**src/rtl/mem_wb_stage.sv**
```systemverilog
// MEM/WB pipeline register: result select, sub-word load extraction; retire counter under MEM_WB_RETIRE_CNT_EN.
// Latency: one cycle from M-stage inputs to W-stage outputs.
// Backpressure: StallW holds every W register, FlushW (higher priority) drops the slot to a bubble.
module mem_wb_stage #(
    parameter int XLEN           = 32,
    parameter int REG_ADDR_W     = 5,
    parameter int ZERO_REG_GUARD = 1
) (
    input  logic                  CLOCK,
    input  logic                  RESET_N,
    input  logic                  StallW,
    input  logic                  FlushW,
    input  logic                  ValidM,
    input  logic                  RegWriteM,
    input  logic [1:0]            ResultSrcM,
    input  logic [2:0]            LoadTypeM,
    input  logic [XLEN-1:0]       ALUOutM,
    input  logic [XLEN-1:0]       DATA_MEM,
    input  logic [XLEN-1:0]       PCPlus4M,
    input  logic [REG_ADDR_W-1:0] wb_addrM,
    output logic                  ValidW,
    output logic                  RegWriteW,
    output logic [XLEN-1:0]       ResultW,
    output logic [REG_ADDR_W-1:0] wb_addrW
`ifdef MEM_WB_RETIRE_CNT_EN
    ,
    output logic [31:0]           RetireCount
`endif
);

    localparam int LANE_BITS = $clog2(XLEN / 8);

    logic [LANE_BITS-1:0]  byte_lane;
    logic [LANE_BITS-2:0]  half_lane;
    logic [7:0]            byte_val;
    logic [15:0]           half_val;
    logic [XLEN-1:0]       load_val;
    logic [XLEN-1:0]       result_d;
    logic                  regwrite_d;
    logic                  addr_ok;

    logic                  valid_q;
    logic                  regwrite_q;
    logic [XLEN-1:0]       result_q;
    logic [REG_ADDR_W-1:0] addr_q;

    // ALUOutM[0] plays no part in half-word lane selection.
    assign byte_lane = ALUOutM[LANE_BITS-1:0];
    assign half_lane = ALUOutM[LANE_BITS-1:1];

    always_comb begin
        byte_val = '0;
        half_val = '0;
        for (int i = 0; i < XLEN / 8; i++) begin
            if (byte_lane == i[LANE_BITS-1:0]) byte_val = DATA_MEM[8*i +: 8];
        end
        for (int j = 0; j < XLEN / 16; j++) begin
            if (half_lane == j[LANE_BITS-2:0]) half_val = DATA_MEM[16*j +: 16];
        end
    end

    always_comb begin
        load_val = DATA_MEM;
        case (LoadTypeM)
            3'b001:  load_val = {{(XLEN-8){byte_val[7]}}, byte_val};
            3'b010:  load_val = {{(XLEN-16){half_val[15]}}, half_val};
            3'b011:  load_val = {{(XLEN-8){1'b0}}, byte_val};
            3'b100:  load_val = {{(XLEN-16){1'b0}}, half_val};
            default: load_val = DATA_MEM;
        endcase
    end

    always_comb begin
        result_d = ALUOutM;
        case (ResultSrcM)
            2'b01:   result_d = load_val;
            2'b10:   result_d = PCPlus4M;
            default: result_d = ALUOutM;
        endcase
    end

    assign addr_ok    = (ZERO_REG_GUARD == 0) || (wb_addrM != '0);
    assign regwrite_d = RegWriteM & ValidM & addr_ok;

    // Flush clears only the qualifiers; data and address keep their last values.
    always_ff @(posedge CLOCK or negedge RESET_N) begin
        if (!RESET_N) begin
            valid_q    <= 1'b0;
            regwrite_q <= 1'b0;
            result_q   <= '0;
            addr_q     <= '0;
        end else if (FlushW) begin
            valid_q    <= 1'b0;
            regwrite_q <= 1'b0;
        end else if (!StallW) begin
            valid_q    <= ValidM;
            regwrite_q <= regwrite_d;
            result_q   <= result_d;
            addr_q     <= wb_addrM;
        end
    end

    assign ValidW    = valid_q;
    assign RegWriteW = regwrite_q;
    assign ResultW   = result_q;
    assign wb_addrW  = addr_q;

`ifdef MEM_WB_RETIRE_CNT_EN
    logic [31:0] retire_q;

    always_ff @(posedge CLOCK or negedge RESET_N) begin
        if (!RESET_N) begin
            retire_q <= '0;
        end else if (!FlushW && !StallW && ValidM) begin
            retire_q <= retire_q + 32'd1;
        end
    end

    assign RetireCount = retire_q;
`endif

endmodule

```
**config.mk**
```make
export PLATFORM = sky130hd
export DESIGN_NAME = mem_wb_stage
export DESIGN_NICKNAME = d
export VERILOG_FILES = /design/src/rtl/mem_wb_stage.sv
export SDC_FILE = /design/constraint.sdc
export NUM_CORES = 1
export LEC_CHECK = 0
export CORE_MARGIN = 4
export CORE_UTILIZATION = 36
export DETAILED_ROUTE_END_ITERATION = 16
export GPL_ROUTABILITY_DRIVEN = 0
export GPL_TIMING_DRIVEN = 0
export HOLD_SLACK_MARGIN = 0.03
export PLACE_DENSITY = 0.73
export SKIP_LAST_GASP = 1
export SYNTH_ARGS = -nofsm -noshare
export SYNTH_HDL_FRONTEND = slang
export SYNTH_SLANG_ARGS = --single-unit
```
**constraint.sdc**
```tcl
create_clock -name CLOCK -period 1.55 [get_ports CLOCK]
set_input_delay 0.31 -clock CLOCK [delete_from_list [all_inputs] [get_ports CLOCK]]
set_output_delay 0.31 -clock CLOCK [all_outputs]
set_load 0.02 [all_outputs]
```
Word-level counts from Yosys, hierarchy flattened

Index checks and enable logic that the tools add are counted.
W data, S select, Z words.

Bitwise gates (word level): 4
$mul: 0
Multiplexer cells: 11
Divide/modulo/power cells: 0
Reductions and logical operators: 3
Shift-type cells: 0
$lt $le $gt $ge: 0
Equality and inequality tests: 10
Add/sub/neg operators: 0

Operator list:

| kind                 | number |
|---|---|
| $pmux W32 S4         | 1 |
| $pmux W32 S2         | 1 |
| $mux W8              | 4 |
| $mux W16             | 1 |
| $eq A2 B2 Y1 const B | 3 |
| $eq A3 B2 Y1 const B | 2 |
| $reduce_bool A5 Y1   | 1 |
| $eq A2 B1 Y1 const B | 2 |
| $mux W1              | 4 |
| $eq A3 B1 Y1 const B | 1 |
| $eq A3 B3 Y1 const B | 1 |
| $and A1 B1 Y1        | 2 |
| $logic_not A2 Y1     | 1 |
| $ne A2 B1 Y1 const B | 1 |
| $not A1 Y1           | 2 |
| $reduce_and A2 Y1    | 1 |

RAM bits: 0
Output and inout port bits: 39
Bits in read-only memories: 0
Bits of input ports: 112
Bits in latches: 0
Flip-flop bits (word level): 39
Memories: 0

Logic depth before layout (Yosys ltp)

Gate-level depths: netlist of run 1.

Word-level depth: 7
Mapped depth: 8

Least setup slack after synthesis of run 1

Ideal clock, no wire load.

Kind: input to register
Start point: input ResultSrcM[0]
End point: register result_q[22] (netlist: ResultW[22])
Arrival: 1680 ps
Stages on the path: 8
Slack: -212 ps
Path buffers: 3
Data required time: 1468 ps
Cells stage by stage: inv_1 -> ha_1 -> buf_2 -> inv_1 -> clkbuf_1 -> clkbuf_1 -> o22ai_1 -> o22ai_1

Word-level cells in the longest chain between the ends: 2
Elaborated cells on any way between the ends: 3
Classes of those cells: eq/ne (2); mux (1)

Ends and longest elaborated chain:

| item                                         | line | text |
|---|---|---|
| start: declaration                           | 15   | `input logic [1:0] ResultSrcM,` |
| $eq A2 B2 Y1 or $eq A2 B1 Y1 (tied branches) | 75   | `case (ResultSrcM)` |
| $pmux W32 S2 (*)                             | 75   |  |
| end signal: assignment                       | 98   | `result_q <= result_d;` |
| end: declaration                             | 44   | `logic [XLEN-1:0] result_q;` |

Mark *: on every way between the ends. The rest lies on a longest branch, timed or not.
A chain may end at the register's enable or synchronous reset.

Final worst setup path of run 1

Start point: input DATA_MEM[15]
End point: register result_q[21] (netlist: ResultW[21])

Word-level cells in the longest chain between the ends: 5
Elaborated cells on any way between the ends: 6
Classes of those cells: mux (6)

Ends and longest elaborated chain:

| item                  | line | text |
|---|---|---|
| start: declaration    | 18   | `input logic [XLEN-1:0] DATA_MEM,` |
| $mux W8 (3 in series) | 55   | `if (byte_lane == i[LANE_BITS-1:0]) byte_val = DATA_MEM[8*i +: 8];` |
| $pmux W32 S4 (*)      | 64   | `case (LoadTypeM)` |
| $pmux W32 S2 (*)      | 75   |  |

Marks and branches as above.

==> results by group, run 1 <==
Run status
  – Status: completed

Critical path
  – CP Capture Type: flip-flop
  – Max incr delay on CP: 490 ps
  – Cell at the slowest stage of the critical path: mux4_2
  – Crit path cell chain: clkdlybuf4s15_2 -> mux4_2 -> or3_4 -> nand3_4 -> buf_6 -> o22ai_1
  – Worst Path Buf+Inv: 2
  – Delay-heaviest family, CP: multiplexers
  – Kind of start point of the critical path: primary input
  – Critical path arrival: 1670 ps
  – Critical path fanouts, max: 5
  – Critical path class: in2reg
  – Critical Path RT: 1720 ps

Clock tree
  – Total CTS buffers: 5
  – Total clock sinks: 39
  – Max H-tree Level: 2
  – CTS tree: yes
  – Clock tree buffer depth: 2
  – Clock Latency Late Sink: 290 ps
  – Clk slew on worst S/H paths: 80 ps
  – CTS root buf: clkbuf_8

Synth
  – EDFF count, synth: 0
  – Ys flop type: dfrtp_1
  – Synth Instances: 328
  – Post-synth ARST share: 100%
  – Post-synthesis sequential area ratio: 36.1%
  – Cells taking the most area after synthesis: dfrtp_1 36%, a221oi_1 9.7%, o22ai_1 8.8%
  – Post-synthesis simple-gate area fraction: 17.2%
  – Synth Register Bits: 39
  – Post-synthesis mux area share: 4.91%
  – Unique masters post-synth: 46
  – Yosys top cell area share: 36.1%
  – Synthesized cell area: 2700 um2
  – Most frequent cells after synthesis: 39 x dfrtp_1, 38 x o22ai_1, 35 x nand2_1
  – XOR/XNOR share of the synthesized area: 0.648%
  – Synth warn: 0
  – Top-count cell post-synth: dfrtp_1
  – Main combinational cell family by area after synthesis: compound AO/OA/AOI/OAI gates
  – Syn nets: 442
  – Yosys top cell by area: dfrtp_1
  – Post-synthesis adder-cell area fraction: 0.926%
  – Compound-Gate Fraction of Synth Area: 33.3%
  – Avg Inst Size Synth: 8.24 um2

Die
  – Die Footprint: 8950 um2
  – Num rows: 31
  – Die W: 94.6 um
  – Core area: 7290 um2
  – Starting density of the core: 37.0%
  – Ports: 151
  – Die height: 94.6 um

Global route
  – Tot GR Track Use: 26.5%
  – GR Overflow Total: 0
  – First-pass GRT wire length: 18500 um
  – Vias in the first global route: 3544
  – Initial antenna violation count: 0
  – Largest net degree at the start of global routing: 38

Hold path
  – Min-Delay Path Class: in2async

Run
  – Max-cap violation count: 0

STA
  – Fmax: 667 MHz
  – Final min period: 1500 ps
  – Fin Clk Skew: 0 ps
  – Final Hold Viols: 0
  – Worst Max-Slew Pin Slew: 430 ps
  – Max_slew headroom: 71.4%
  – Period utilization: 96.8%
  – Max Slew Vio Count: 0
  – Setup Viol. Count Final: 0

Detailed routing
  – Via/cell ratio: 5.85
  – Post-DR wirelength/cell: 20.5 um
  – DRT Wirelength: 12200 um
  – Via count: 3484
  – # DRC: 0
  – Final ANT Viol Nets: 0
  – Detailed Route Iter0 Violations: 241
  – Drt pass-1 iters: 5

Place
  – Inst Count DP: 576
  – Post-DP HPWL: 8960 um
  – # port buffers: 148

Layout
  – Synth-to-layout area growth: 76.2%
  – # diodes: 0
  – Final net count: 610
  – Share of cells above drive strength 1: 18.3%
  – Register Area: 976 um2
  – Layout fillers: 666
  – Post-layout util: 65.3%
  – Multi-input gate area: 1730 um2
  – Post-route non-filler standard cell count: 596

Power and ir drop
  – Pleak: 2.01 nW
  – Cell Pwr Density: 757 nW/um2
  – Power, Total: 3.61 mW
  – Peak supply drop: 385 uV
==> area by class of cell <==
cell class | instances | share of cell area, %
Multi-Input combinational cell | 245 | 36.3
Timing Repair Buffer | 163 | 32.8
Sequential cell | 39 | 20.5
Buffer | 28 | 4.44
Tap cell | 99 | 2.60
Clock buffer | 7 | 2.02
Inverter | 14 | 1.18
Clock inverter | 1 | 0.158
==> cells by family after synthesis <==
| kind of cell | after synthesis |
|---|---|
| DFF | 39 |
| buffers and inverters | 44 |
| adders and majority gates | 2 |
| muxes | 12 |
| and+or+nand+nor | 96 |
| xor gates and xnor gates | 2 |
| AOI/OAI and AO/OA | 133 |
==> state kept, by name, indices dropped and copies added (netlist names) <==
name / flops
ResultW: 32
wb_addrW: 5
RegWriteW: 1
ValidW: 1
==> routing by layer <==
metal / up-vias / GRT usage, % / part of all wire [%]
li1: 1598 / - / -
met1: 1658 / 34.6 / 40
met2: 207 / 42.9 / 47
met3: 21 / 6.85 / 10
met4: 0 / 8.41 / 2.1
met5: - / 0 / 0
==> metrics by stage <==
step / hold WS (ps) / TNS, ps / worst slack [ps] / area (um2)
finish: 341 / 0 / 49.9 / 4760
global route: 351 / -11.4 / -11.4 / 4760
CTS: 347 / 0 / 3.07 / 4700
detailed placement: 119 / -29280 / -869 / 4380
global placement: 460 / -63550 / -904 / 4360
floorplan: 14.4 / -322 / -32.2 / 2760
==> worst paths after layout <==
| path | start | to | slack [ps] | cells after the start |
|---|---|---|---|---|
| worst max register to register | ResultW[5] | ResultW[5] | 660 | 3 |
| max in group asynchronous | RESET_N | ResultW[6] | 810 | 3 |
| worst min register to register | wb_addrW[0] | wb_addrW[0] | 490 | 2 |
| worst max-delay path | DATA_MEM[15] | ResultW[21] | 50 | 6 |
| min in group CLOCK | DATA_MEM[23] | ResultW[23] | 390 | 3 |
| worst min-delay path | RESET_N | ResultW[19] | 340 | 2 |
==> what timing repair did <==
action | CTS | global route
gates resized for setup | 114 | 20
endpoints found under the hold margin | 14 | 0
buffers inserted | 10 | 2
pin swaps | 8 | 5
hold buffers | 1 | 0
endpoints found under the setup margin | 76 | 30
cloned | 1 | 0
==> worst reg2reg max path, cell delays in order, from the launching register on <==
cell and delay [ps]:
dfrtp_1 380, nand2_1 60, a22o_1 210, a31oi_1 160
==> placed cells by master, fill, tap and decap left out, types with 3 or more instances in the layout <==
cell | synthesis | routed
a221oi_1 | 30 | 25
buf_4 | 0 | 10
nor2b_1 | 6 | 6
a21oi_1 | 20 | 17
inv_1 | 14 | 11
clkbuf_8 | 0 | 8
a22o_1 | 3 | 3
and3_1 | 3 | 3
clkbuf_2 | 0 | 8
a221oi_2 | 0 | 5
o21ai_1 | 1 | 10
o22ai_1 | 38 | 37
mux2i_2 | 0 | 4
buf_6 | 1 | 5
buf_12 | 0 | 4
dlygate4sd2_1 | 0 | 42
clkbuf_4 | 0 | 4
clkdlybuf4s50_1 | 0 | 97
mux2i_1 | 11 | 6
buf_8 | 0 | 3
o21ai_0 | 20 | 11
nand2_1 | 35 | 34
dfrtp_1 | 39 | 39
buf_2 | 9 | 13
nor2_1 | 31 | 29
o221ai_1 | 4 | 4
or3_1 | 5 | 3
a31oi_1 | 3 | 3
==> report_power, final <==
group | total (mW) | leakage, nW | switching (mW) | internal, mW
Clock | 0.811 | 0.0505 | 0.405 | 0.406
Sequential | 1.25 | 0.455 | 0.0822 | 1.17
Combinational | 1.54 | 1.50 | 0.806 | 0.735
No activity file was read; power rests on OpenSTA's default activity.
==> inputs of run 2 (changes only) <==
--- a/config.mk
+++ b/config.mk
@@ -5,13 +5,14 @@
 export SDC_FILE = /design/constraint.sdc
 export NUM_CORES = 1
 export LEC_CHECK = 0
+export ABC_AREA = 1
 export CORE_MARGIN = 4
 export CORE_UTILIZATION = 36
 export DETAILED_ROUTE_END_ITERATION = 16
 export GPL_ROUTABILITY_DRIVEN = 0
 export GPL_TIMING_DRIVEN = 0
 export HOLD_SLACK_MARGIN = 0.03
-export PLACE_DENSITY = 0.73
+export PLACE_DENSITY = 0.71
 export SKIP_LAST_GASP = 1
 export SYNTH_ARGS = -nofsm -noshare
 export SYNTH_HDL_FRONTEND = slang
==> results by group, run 2 <==
Run status
  – Status: completed

Global route
  – Vias in the first global route: 3746 (+5.7%)
  – Tot GR Track Use: 23.2% (-3.4 points)
  – GR Overflow Total: 0 (unchanged)
  – Largest net degree at the start of global routing: 35 (-7.9%)
  – First-pass GRT wire length: 18400 um (-0.71%)
  – Initial antenna violation count: 0 (unchanged)

Clock tree
  – Max H-tree Level: 2 (unchanged)
  – CTS root buf: clkbuf_8
  – Clock tree buffer depth: 2 (unchanged)
  – Clock Latency Late Sink: 290 ps (about the same)
  – Total CTS buffers: 5 (unchanged)
  – CTS tree: yes
  – Clk slew on worst S/H paths: 90 ps (about the same)
  – Total clock sinks: 39 (unchanged)

Critical path
  – Worst Setup SP: DATA_MEM[31]
  – Critical path arrival: 1640 ps (-30 ps)
  – Critical path fanouts, max: 10 (+5)
  – Critical path class: in2reg
  – Kind of start point of the critical path: primary input
  – Max incr delay on CP: 430 ps (-60 ps)
  – Most used cell, CP: nand2_1
  – CP Capture Type: flip-flop
  – Crit path cell chain: clkdlybuf4s50_1 -> inv_1 -> nand3_1 -> nand4_4 -> nand3_4 -> buf_6 -> nand2_1 -> nand2_1 -> nand2_1 -> nand2_1
  – R2r setup slk: 890 ps (+230 ps)
  – Worst Path Buf+Inv: 3 (+1)
  – Critical Path RT: 1750 ps (+30 ps)
  – Delay-heaviest family, CP: buffers and inverters
  – Reg-to-reg startpoint: RegWriteW
  – Cell at the slowest stage of the critical path: clkdlybuf4s50_1

Synth
  – Yosys top cell area share: 33.0% (-3.1 points)
  – Cells taking the most area after synthesis: dfrtp_1 33%, nand2_1 26%, nor2_1 11%
  – Synthesized cell area: 2960 um2 (+9.4%)
  – Synth warn: 0 (unchanged)
  – Avg Inst Size Synth: 5.89 um2 (-28%)
  – Syn nets: 616 (+39%)
  – Top-count cell post-synth: nand2_1
  – Post-synth ARST share: 100% (unchanged)
  – Synth Instances: 502 (+53%)
  – Ys flop type: dfrtp_1
  – Unique masters post-synth: 24 (-48%)
  – Yosys top cell by area: dfrtp_1
  – Synth Register Bits: 39 (unchanged)
  – EDFF count, synth: 0 (unchanged)
  – Post-synthesis sequential area ratio: 33.0% (-3.1 points)
  – Most frequent cells after synthesis: 206 x nand2_1, 85 x nor2_1, 50 x a21oi_1

Layout
  – Share of cells above drive strength 1: 10.3% (-8.0 points)
  – Multi-input gate area: 1810 um2 (+4.6%)
  – Max FFs per register: 32 (unchanged)
  – Commonest non-fill, non-tap cell in the layout: nand2_1
  – Synth-to-layout area growth: 63.3%
  – Final net count: 780 (+28%)
  – Commonest cells after routing, fill and taps aside: 203 x nand2_1, 103 x clkdlybuf4s50_1, 82 x nor2_1
  – # diodes: 0 (unchanged)
  – Fin area: 4830 um2 (+1.4%)
  – Post-route non-filler standard cell count: 769 (+29%)
  – Register Area: 976 um2 (unchanged)
  – Layout fillers: 775 (+16%)

Die
  – Num rows: 32 (+3.2%)
  – Die W: 98.6 um (+4.2%)
  – Die height: 98.6 um (+4.2%)
  – Ports: 151 (unchanged)
  – Starting density of the core: 37.7% (+0.63 points)
  – Die Footprint: 9730 um2 (+8.6%)
  – Core area: 7850 um2 (+7.6%)

Place
  – DP Area: 4600 um2 (+5.1%)
  – Post-DP HPWL: 8830 um (-1.5%)
  – Inst Count DP: 755 (+31%)
  – # port buffers: 150 (+1.4%)

STA
  – Fmax: 693 MHz (+3.9%)
  – Unrepaired setup endpoints after global routing: true
  – Final min period: 1440 ps (-56.4 ps)
  – Period utilization: 93.1% (-3.6 points)
  – Max_slew headroom: 80.4% (+9.0 points)
  – Fin Clk Skew: 0 ps (unchanged)
  – Max Slew Vio Count: 0 (unchanged)
  – Worst Max-Slew Pin Slew: 291 ps (-139 ps)
  – Final Hold Viols: 0 (unchanged)
  – Setup Viol. Count Final: 0 (unchanged)

Power and ir drop
  – Power, Total: 3.54 mW (-1.9%)
  – Peak supply drop: 438 uV (+14%)
  – Cell Pwr Density: 732 nW/um2 (-3.3%)
  – Pleak: 2.49 nW (+24%)

Run
  – Max-cap violation count: 0 (unchanged)

Detailed routing
  – DRT Wirelength: 11500 um (-5.7%)
  – Via count: 3772 (+8.3%)
  – Detailed Route Iter0 Violations: 272 (+13%)
  – Via/cell ratio: 4.91 (-16%)
  – Post-DR wirelength/cell: 15.0 um (-27%)
  – Drt pass-1 iters: 5 (unchanged)
  – # DRC: 0 (unchanged)
  – Final ANT Viol Nets: 0 (unchanged)

Hold path
  – Min-Delay Path Class: in2async
-- run 2: cell type report --
class,count,share of cell area (%)
Timing Repair Buffer,159,31.6
Clock buffer,5,1.43
Inverter,31,2.49
Multi-Input combinational cell,405,37.4
Tap cell,102,2.64
Clock inverter,3,0.415
Sequential cell,39,20.2
Buffer,25,3.81
-- run 2: logic make-up after synthesis --
| group | after synthesis | share of synthesized area, % |
|---|---|---|
| adders and majority gates | 2 | 0.846 |
| AOI/OAI and AO/OA | 81 | 13.8 |
| and+or+nand+nor | 322 | 44.0 |
| buffers and inverters | 58 | 8.38 |
| DFF | 39 | 33.0 |
-- run 2: final timing paths --
| kind | end | cells after the start |
|---|---|---|
| worst max-delay path | ResultW[28] | 10 |
| worst min-delay path | ResultW[29] | 2 |
| worst max register to register | RegWriteW | 2 |
| worst min register to register | wb_addrW[2] | 2 |
| max in group asynchronous | ResultW[1] | 3 |
| min in group CLOCK | wb_addrW[2] | 2 |
-- run 2: repair_timing --
| action | in CTS | in global routing |
|---|---|---|
| hold buffers | 1 | 0 |
| pin swaps | 3 | 3 |
| buffers inserted | 4 | 3 |
| endpoints found under the setup margin | 76 | 35 |
| resized for setup | 77 | 31 |
| endpoints found under the hold margin | 5 | 0 |
-- run 2: where the power goes --
group          total, mW  switching (mW)  internal (mW)
Combinational       1.54           0.844          0.696
Clock              0.736           0.422          0.314
Sequential          1.26          0.0841           1.18
-- run 2: through the flow --
| stage | hold WS, ps | setup WS, ps | utilization (%) | setup TNS (ps) |
|---|---|---|---|---|
| after floorplan | 14.4 | 3.06 | - | 0 |
| after global placement | 453 | -906 | 58.4 | -58180 |
| after detailed placement | 156 | -941 | 58.6 | -26070 |
| after CTS | 370 | -34.0 | 60.7 | -34.0 |
| after global routing | 385 | -6.05 | 61.5 | -11.8 |
| final | 366 | 106 | 61.5 | 0 |
-- run 2: worst reg2reg max path: stages (launching register included) --
cell and delay (ps):
dfrtp_1 380, nand3_1 80, o21ai_0 90
-- run 2: layer usage --
metal	share of wire (%)	global-route usage [%]	wire, um
met3	9.2	5.87	1060
met1	43	30.3	4990
met2	46	38.7	5290
met4	1.4	4.83	166
met5	0	0	0
